[src/rtl/fifo_rd_ctrl.sv]
// Read-side controller for the dual-clock FIFO: issues rd strobes, buffers returned words in a
// 2-entry skid buffer and presents them as a valid/ready stream. Optional: FIFO_RD_CTRL_PARITY_EN.
module fifo_rd_ctrl #(
  parameter int DATAD = 8,
  parameter int CNTW  = 16
) (
  input  logic             clk_r,
  input  logic             rst,
  input  logic             en,
  input  logic             empty,
  input  logic [DATAD-1:0] fifo_out,
  output logic             rd,
  output logic [DATAD-1:0] m_data,
  output logic             m_valid,
  input  logic             m_ready,
  output logic             m_parity,
  output logic             busy,
  output logic [CNTW-1:0]  rd_count
);

  typedef enum logic [1:0] {IDLE, ACTIVE, STOPPING} state_e;

  state_e           state_q, state_d;
  logic [1:0]       occ_q, occ_d;
  logic             pend_q, pend_d;
  logic             head_q, head_d;
  logic [CNTW-1:0]  cnt_q, cnt_d;
  logic [DATAD-1:0] buf_q [2];
  logic [DATAD-1:0] buf_d [2];
  logic             pop;
  logic             tail;
  logic [2:0]       credit;

  // Datapath: read credit, skid-buffer bookkeeping and pop counter.
  always_comb begin
    // NOTE: every combinational output gets a default first so no path can infer a latch.
    pop    = 1'b0;
    rd     = 1'b0;
    credit = '0;
    tail   = 1'b0;
    occ_d  = occ_q;
    head_d = head_q;
    cnt_d  = cnt_q;
    buf_d  = buf_q;

    pop    = (occ_q != 2'd0) && m_ready;
    // Words already held or in flight, minus the one leaving this cycle, must leave a free slot.
    credit = {1'b0, occ_q} + {2'b00, pend_q} - {2'b00, pop};
    rd     = !rst && (state_q == ACTIVE) && !empty && (credit < 3'd2);

    tail   = head_q ^ occ_q[0];
    if (pend_q) buf_d[tail] = fifo_out;
    occ_d  = occ_q + {1'b0, pend_q} - {1'b0, pop};
    head_d = head_q ^ pop;
    cnt_d  = cnt_q + CNTW'(pop);
  end

  assign pend_d = rd;

  // Stop decisions look at post-edge occupancy so busy drops right after the final pop.
  always_comb begin
    state_d = state_q;
    unique case (state_q)
      IDLE:     if (en) state_d = ACTIVE;
      ACTIVE:   if (!en) state_d = ((occ_d != 2'd0) || pend_d) ? STOPPING : IDLE;
      STOPPING: begin
        if (en)                                  state_d = ACTIVE;
        else if ((occ_d == 2'd0) && !pend_d)     state_d = IDLE;
      end
      default:  state_d = IDLE;
    endcase
  end

  always_ff @(posedge clk_r) begin
    if (rst) begin
      state_q <= IDLE;
      occ_q   <= '0;
      pend_q  <= 1'b0;
      head_q  <= 1'b0;
      cnt_q   <= '0;
    end else begin
      state_q <= state_d;
      occ_q   <= occ_d;
      pend_q  <= pend_d;
      head_q  <= head_d;
      cnt_q   <= cnt_d;
    end
  end

  // NOTE: buffer storage is not reset; every read of it is qualified by occupancy.
  always_ff @(posedge clk_r) begin
    buf_q <= buf_d;
  end

  assign m_valid  = (occ_q != 2'd0);
  assign m_data   = m_valid ? buf_q[head_q] : '0;
  assign busy     = (state_q != IDLE);
  assign rd_count = cnt_q;

`ifdef FIFO_RD_CTRL_PARITY_EN
  logic par_q [2];
  logic par_d [2];

  always_comb begin
    par_d = par_q;
    if (pend_q) par_d[tail] = ^fifo_out;
  end

  always_ff @(posedge clk_r) begin
    par_q <= par_d;
  end

  assign m_parity = m_valid ? par_q[head_q] : 1'b0;
`else
  assign m_parity = 1'b0;
`endif

endmodule

[config.mk]
export PLATFORM = sky130hd
export DESIGN_NAME = fifo_rd_ctrl
export DESIGN_NICKNAME = d
export VERILOG_FILES = /design/src/rtl/fifo_rd_ctrl.sv
export SDC_FILE = /design/constraint.sdc
export NUM_CORES = 1
export LEC_CHECK = 0
export CAP_MARGIN = 20
export CORE_MARGIN = 2
export CORE_UTILIZATION = 52
export CTS_CLUSTER_DIAMETER = 60
export CTS_CLUSTER_SIZE = 16
export DETAILED_ROUTE_END_ITERATION = 7
export HOLD_SLACK_MARGIN = 0.08
export PLACE_DENSITY = 0.88
export SYNTH_ARGS = -nofsm -noshare
export SYNTH_HDL_FRONTEND = slang
export SYNTH_SLANG_ARGS = --single-unit
[constraint.sdc]
create_clock -name clk_r -period 6.5 [get_ports clk_r]
set_input_delay 1.95 -clock clk_r [delete_from_list [all_inputs] [get_ports clk_r]]
set_output_delay 1.95 -clock clk_r [all_outputs]
set_load 0.01 [all_outputs]
# Yosys cells after proc, flatten, opt, wreduce, memory -nomap -nowiden

Cells that the tools add are included.
Widths: inputs -> output; s select.

Flip-flop bits (word level): 38
Bits in latches: 0
RAM bits: 0
Memory bits (read-only): 0
Input bits: 13
Output and inout port bits: 28
Word-level logic and storage cells: 54
Memories: 0

Add/subtract/negate cells: 5
Multiply operators: 0
Div/mod/pow operators: 0
Order comparisons: 4
Equality and inequality tests: 5
Shifts and indexed selects: 0
Mux-type cells: 13
Bitwise operators: 4
Reductions and logical operators: 16

Operators by type and width:

| kind               | number |
|---|---|
| $mux 8             | 5 |
| $add 16x1->16      | 1 |
| $bwmux 16          | 1 |
| $mux 2             | 5 |
| $demux 8 s1        | 1 |
| $logic_and 1x1->1  | 6 |
| $pmux 2 s3         | 1 |
| $reduce_bool 2->1  | 3 |
| $ge 2x2->1 const B | 2 |
| $logic_not 2->1    | 2 |
| $ne 2x2->1 const B | 2 |
| $not 1->2          | 2 |
| $add 2x1->3        | 1 |
| $logic_not 1->1    | 3 |
| $lt 3x2->1 const B | 1 |
| $ne 3x3->1 const B | 1 |
| $reduce_and 3->1   | 1 |
| $sub 3x1->3        | 1 |
| $add 2x1->2        | 1 |
| $eq 2x1->1 const B | 1 |
| $eq 2x2->1 const B | 1 |
| $lt 2x1->1 const B | 1 |
| $sub 2x1->2        | 1 |
| $xor 1x1->1        | 2 |
| $logic_or 1x1->1   | 1 |

# Logic depth before layout (Yosys ltp)

Gate-level depths: netlist of run 1.

Word-level depth: 10
Depth in mapped cells: 10
Gate-level depth less buffers: 9

# Worst setup path before layout of run 1

No wires, ideal clock.

Kind: input-to-output
From: input m_ready
To: output rd
Data arrival time: 3720 ps
Data required time: 4550 ps
Path slack: 830 ps
Stages on the path: 9
Path buffers: 1
Path through: o21ai_2 buf_2 or2_2 nand2_1 ha_1 fa_1 nor2_1 nand2_1 nor4_1

Word-level cells in the longest chain between the ends: 4

Ends and longest elaborated chain:

| what               | line | RTL |
|---|---|---|
| start: declaration | 15   | `input logic m_ready,` |
| $logic_and 1x1->1  | 46   | `pop = (occ_q != 2'd0) && m_ready;` |
| $sub 3x1->3        | 48   | `credit = {1'b0, occ_q} + {2'b00, pend_q} - {2'b00, pop};` |
| net credit[1]      | 32   | `logic [2:0] credit;` |
| $lt 3x2->1         | 49   | `rd = !rst && (state_q == ACTIVE) && !empty && (credit < 3'd2);` |
| $logic_and 1x1->1  | 49   |  |
| end: declaration   | 12   | `output logic rd,` |

The timed path passes the listed nets, and every way through them passes these cells.

# Worst setup path after layout of run 1

Ends and elaborated chain as after synthesis.

==> results of run 1 <==
==> critical path, cell delays in order <==
cell	delay [ns]
clkdlybuf4s50_1	0.48
o21ai_2	0.07
or2_2	0.31
nand2_1	0.07
ha_1	0.15
fa_1	0.45
nor2_1	0.14
nand2_1	0.10
nor4_2	0.22
dlymetal6s2s_1	0.21
==> power by group <==
part | internal, uW | switching, uW
Combinational | 73.7 | 64.1
Sequential | 261 | 15.8
Clock | 120 | 78.9
Total | 455 | 159
==> state kept, by name, summed over array words and instances, names as in the netlist <==
name and count:
pend_q 1, rd_count 16, buf_q 16, head_q 1, state_q 2, occ_q 2
==> synthesized netlist by cell type, types with 3 or more instances <==
library cell,n
nor2_1,25
inv_1,7
nor2b_1,5
mux2i_1,8
xnor2_1,12
edfxtp_1,16
dfxtp_1,22
a21oi_1,3
nor3_1,4
nand3_1,7
nor4_1,4
nand2_1,7
==> cell families (layout without fill, tap and decap cells) <==
logic type | after synthesis | after routing | synth area share, %
compound gates | 8 | 8 | 3.13
simple gates | 64 | 64 | 21.2
fa+ha+maj | 3 | 3 | 2.75
mux | 9 | 9 | 5.81
flops | 38 | 38 | 56.2
buf+inv | 12 | 56 | 3.13
other cells | 1 | 1 | 0.229
xor+xnor | 14 | 14 | 7.49
==> per-layer routing <==
layer	share of wire, %	vias up
li1	-	597
met1	42	545
met2	48	46
met3	6.6	11
met4	2.9	0
met5	0	-
==> cell type report <==
type                    instances  area (sq um)  share of cell area (%)
clock buffers                   5          37.5                    1.72
clock inverters                 3          68.8                    3.14
inverters                       7          26.3                    1.20
multi-input cells              99           672                    30.7
flip-flops and latches         38           921                    42.1
well taps                      44          55.1                    2.52
repair buffers                 41           408                    18.6
==> layout by cell type, fill, tap and decap left out, types with 2 or more instances in the layout <==
cell type,synthesis,layout
nand3_1,7,7
ha_1,2,2
clkdlybuf4s50_1,0,38
nor4_1,4,3
nand2_1,7,7
xnor2_1,12,12
or3_1,2,2
buf_4,1,2
clkbuf_4,0,5
nor4_2,2,3
o21ai_0,2,2
nor3_1,4,4
edfxtp_1,16,16
xor2_1,2,2
a21oi_1,3,3
mux2i_1,8,8
inv_1,7,7
bufinv_16,0,2
nor2b_1,5,5
nor2_1,25,25
or2_2,2,2
dfxtp_1,22,22
==> per-stage QoR <==
step	util [%]	std cells	area, sq um
floorplan	-	149	1640
global placement	68.5	229	2070
detailed placement	68.5	229	2070
CTS	72.2	237	2190
global route	72.3	237	2190
finish	72.3	237	2190
==> path summary, 6_finish.rpt <==
check	end	slack, ns
worst max-delay path	rd	0.40
worst min-delay path	pend_q	0.51
worst max register to register	state_q[1]	4.29
worst min register to register	pend_q	0.51
==> results by group, run 1 <==
STA
  • Period utilization: 93.9%
  • Final min period: 6.10 ns
  • Hold_ws: 0.510 ns
  • Setup TNS: 0 ns
  • Final setup viols: 0
  • Worst setup margin: 0.399 ns
  • Slew Limit Fails: 0
  • Final hold violation count: 0
  • Worst Max-Slew Pin Slew: 0.684 ns
  • RSZ-0062 raised after global routing: false
  • Clock Skew: 0.00602 ns
  • Maximum operating frequency: 164 MHz
  • Slew HR: 54.3%

Logic synthesis
  • Main synth FF type: dfxtp_1
  • Cell taking the most area after synthesis: edfxtp_1
  • YS warnings: 0
  • Post-synth top area share: 29.3%
  • Post-synth EDFFs: 16
  • Synth async-reset ratio: 0%
  • Yosys cell types: 33
  • Sequential area share after synthesis: 56.2%
  • Mapped cell area: 1640 sq um
  • Post-synthesis net count: 165
  • Synth top area cells: edfxtp_1 29%, dfxtp_1 27%, xnor2_1 6.4%
  • Average size of a mapped cell: 11.0 sq um
  • Flops & latches, synth: 38
  • Syn Inst Count: 149

Global routing
  • Congestion Overflow GR: 0
  • Met1 GRT Util: 21.7%
  • First-pass GRT wire length: 5230 microns
  • Met3 Use GR: 6.49%
  • GR Util met2: 34.2%
  • Gr usage total: 19.7%
  • Grt peak-use layer: met2
  • Vias in the first global route: 1275
  • Initial antenna violation count: 0
  • Largest net degree at the start of global routing: 23

Detailed routing
  • Detailed Routing Iterations Pass 1: 4
  • Remaining antenna violation count: 0
  • Vias post-DR: 1199
  • Routed vias/inst: 5.06
  • Drt drc: 0
  • WL/cell: 13.1 microns
  • Starting DRT DRC Count: 17
  • Final wirelength: 3110 microns

Place
  • RePlAce Congestion: 0.804
  • Detailed Place HPWL: 2280 microns
  • Port bufs: 39
  • Worst slack at placement: -0.0437 ns

CTS
  • CTS H-tree lvls: 2
  • Root Buffer: clkbuf_4
  • Post-cts resize count: 1
  • Hold Buf Count CTS: 0
  • Clock Latency Late Sink: 0.35 ns
  • Clock-pin slew on the worst setup and hold paths: 0.11 ns
  • Max Root-Sink Buffers: 2
  • CTS sink cnt: 38
  • TritonCTS clock tree: built
  • Post-CTS setup buffer count: 0
  • Total CTS buffers: 5

Setup path
  • CP max FO: 3
  • Reg2Reg Depth: 9
  • CP Launch Type: input pin
  • Req. time, crit path: 4.55 ns
  • Critical path class: input pin to output port
  • Reg-to-reg startpoint: occ_q[1]
  • Crit. Startpoint: m_ready
  • Critical path capture point type: output port
  • CP arrival: 4.15 ns

Worst hold path
  • WHS Path Cells: 1
  • Min-Delay Path Class: flip-flop to flip-flop
  • Hold Crit Start: state_q[1]

Die
  • Die Y: 60.1 microns
  • Die area: 3610 sq um
  • I/O pins: 41
  • Initial core utilization: 54.1%
  • # rows: 20
  • Die W: 60.1 microns
  • Placeable Area: 3030 sq um

Pwr
  • LEAKAGE: 0.000772 uW
  • Final Power: 614 uW
  • VDD IR max: 0.000177 V
  • Pwr Density: 280 nW/um^2

Status
  • Outcome: complete, no violations

Finish
  • Ant diodes: 0
  • Nets: 208
  • Layout cells sized above 1: 9.84%
  • Fillers: 210
  • Layout area overhead: 33.6%

Job
  • Max cap viols: 0
Power figures use the tool's default switching activity.
==> inputs of run 2 (changes only) <==
- CORE_UTILIZATION: 52 -> 48
- GPL_TIMING_DRIVEN: unset -> 0
- PLACE_DENSITY: 0.88 -> 0.82
- clock period: 6.5 -> 5.9 ns (I/O delays scaled with it)
==> results by group, run 2 (same netlist as run 1, synthesis figures left out) <==
Finish
  • Ant diodes: 0
  • Nets: 218
  • Fillers: 277
  • Final Non-Filler Cells: 249
  • Most frequent cells in the layout: 38 x clkdlybuf4s50_1, 25 x nor2_1, 22 x dfxtp_1, 16 x edfxtp_1, 12 x xnor2_1
  • Commonest non-fill, non-tap cell in the layout: clkdlybuf4s50_1
  • Layout area overhead: 38.6%
  • Layout cells sized above 1: 13.8%
  • Register area: 921 sq um
  • Footprint of the multi-input gates: 688 sq um

Setup path
  • Crit path top cell by count: nand2_1
  • Critical path class: input pin to output port
  • Critical path capture point type: output port
  • Crit-path slowest cell: clkdlybuf4s50_1
  • CP Launch Type: input pin
  • CP Buf/Inv Count: 2
  • CP max FO: 3
  • Req. time, crit path: 4.13 ns
  • Top Family by Delay on Critical Path: simple AND/OR/NAND/NOR gates
  • Crit-path max cell delay: 0.51 ns
  • Worst path cell trace: clkdlybuf4s50_1 > o21ai_4 > or2_2 > nand2_1 > ha_1 > fa_1 > nor2_1 > nand2_1 > nor4_4 > buf_2
  • CP arrival: 3.94 ns

STA
  • Final setup viols: 0
  • RSZ-0062 raised after global routing: false
  • Worst Max-Slew Pin Slew: 0.694 ns
  • Period utilization: 96.7%
  • Maximum operating frequency: 175 MHz
  • Final hold violation count: 0
  • Slew Limit Fails: 0
  • Clock Skew: 0.00336 ns
  • Slew HR: 53.7%
  • Worst setup margin: 0.192 ns
  • Final min period: 5.71 ns
  • Hold_ws: 0.565 ns

Status
  • Outcome: complete, no violations

Detailed routing
  • Vias post-DR: 1268
  • Drt drc: 0
  • Final wirelength: 3320 microns
  • Routed vias/inst: 5.09
  • WL/cell: 13.3 microns
  • Detailed Routing Iterations Pass 1: 4
  • Starting DRT DRC Count: 23
  • Remaining antenna violation count: 0

CTS
  • Total CTS buffers: 5
  • Max Root-Sink Buffers: 2
  • Root Buffer: clkbuf_4
  • CTS sink cnt: 38
  • CTS H-tree lvls: 2
  • TritonCTS clock tree: built
  • Clock-pin slew on the worst setup and hold paths: 0.11 ns
  • Clock Latency Late Sink: 0.34 ns

Die
  • # rows: 21
  • I/O pins: 41
  • Initial core utilization: 49.5%
  • Placeable Area: 3310 sq um
  • Die area: 3900 sq um
  • Die Y: 62.4 microns
  • Die W: 62.4 microns

Global routing
  • Vias in the first global route: 1305
  • First-pass GRT wire length: 5730 microns
  • Congestion Overflow GR: 0
  • Gr usage total: 18.9%
  • Largest net degree at the start of global routing: 13
  • Initial antenna violation count: 0

Pwr
  • Pwr Density: 308 nW/um^2
  • VDD IR max: 0.000212 V
  • Final Power: 700 uW
  • LEAKAGE: 0.000806 uW

Place
  • Port bufs: 39
  • Worst slack at placement: -0.523 ns
  • Placed Cells: 234
  • Detailed Place HPWL: 2320 microns
  • RePlAce Congestion: 0.719

Job
  • Max cap viols: 0

Worst hold path
  • Min-Delay Path Class: flip-flop to flip-flop
## run 2: cell count changes in the layout (fill, tap and decap cells not counted)
cell	change
buf_4	+7
clkinv_4	-1
nor4_4	+1
o21ai_4	+1
clkbuf_8	+1
buf_2	+2
nor4_2	-1
dlymetal6s2s_1	-1
clkbuf_1	+2
o21ai_2	-1
## run 2: stage by stage
step / utilization (%) / instance area [sq um] / setup TNS (ns)
after floorplan: - / 1640 / 0
after global placement: 63.0 / 2090 / -0.490
after detailed placement: 63.0 / 2090 / -0.523
after CTS: 68.3 / 2260 / 0
after global routing: 68.6 / 2270 / 0
final: 68.6 / 2270 / 0
## run 2: repair_timing
item	4_1_cts	5_1_grt
gates resized for setup	6	1
hold endpoints to repair	0	0
hold buffers	0	0
pin swaps	1	1
endpoints found under the setup margin	1	1
buffers inserted	8	0
## run 2: layout make-up
type                       instances  share of cell area (%)
inverter                           7                    1.16
tap                               46                    2.54
clock inverter                     2                    2.65
sequential                        38                    40.6
clock buffer                       6                    2.26
timing repair buffer              47                    19.6
buffer                             4                   0.882
multi-input combinational         99                    30.3
## run 2: worst reg2reg max path, stage by stage, from the launching register on
cell and delay (ns):
dfxtp_1 0.45, o21ai_4 0.09, buf_4 0.14, nand2_1 0.06
nand2_1 0.05, ha_1 0.19, fa_1 0.55, nor2_1 0.07
nand2_1 0.14, nor4_4 0.05, buf_4 0.14, buf_4 0.12
buf_4 0.12, buf_4 0.12, buf_4 0.12, buf_4 0.12
o311a_1 0.28
## run 2: metal layers
metal | global-route usage [%] | part of all wire (%) | up-vias
met5 | 0 | 0 | -
met4 | 8.33 | 2.4 | 0
met3 | 5.95 | 6.6 | 9
met2 | 33.1 | 51 | 48
met1 | 20.9 | 40 | 597
li1 | - | - | 614
## run 2: power by group
| part | internal, uW | total [uW] | leakage, uW | switching (uW) |
|---|---|---|---|---|
| clock network | 144 | 228 | 0.0000585 | 84.9 |
| registers | 287 | 298 | 0.000322 | 10.5 |
| logic | 89.6 | 174 | 0.000425 | 84.2 |
| total | 520 | 700 | 0.000806 | 180 |
## run 2: path summary, 6_finish.rpt
kind,slack (ns),from,cells past startpoint,to
max,0.19,m_ready,10,rd
max reg2reg,3.01,occ_q[1],16,state_q[1]
min reg2reg,0.56,state_q[1],1,pend_q
min,0.56,state_q[1],1,pend_q
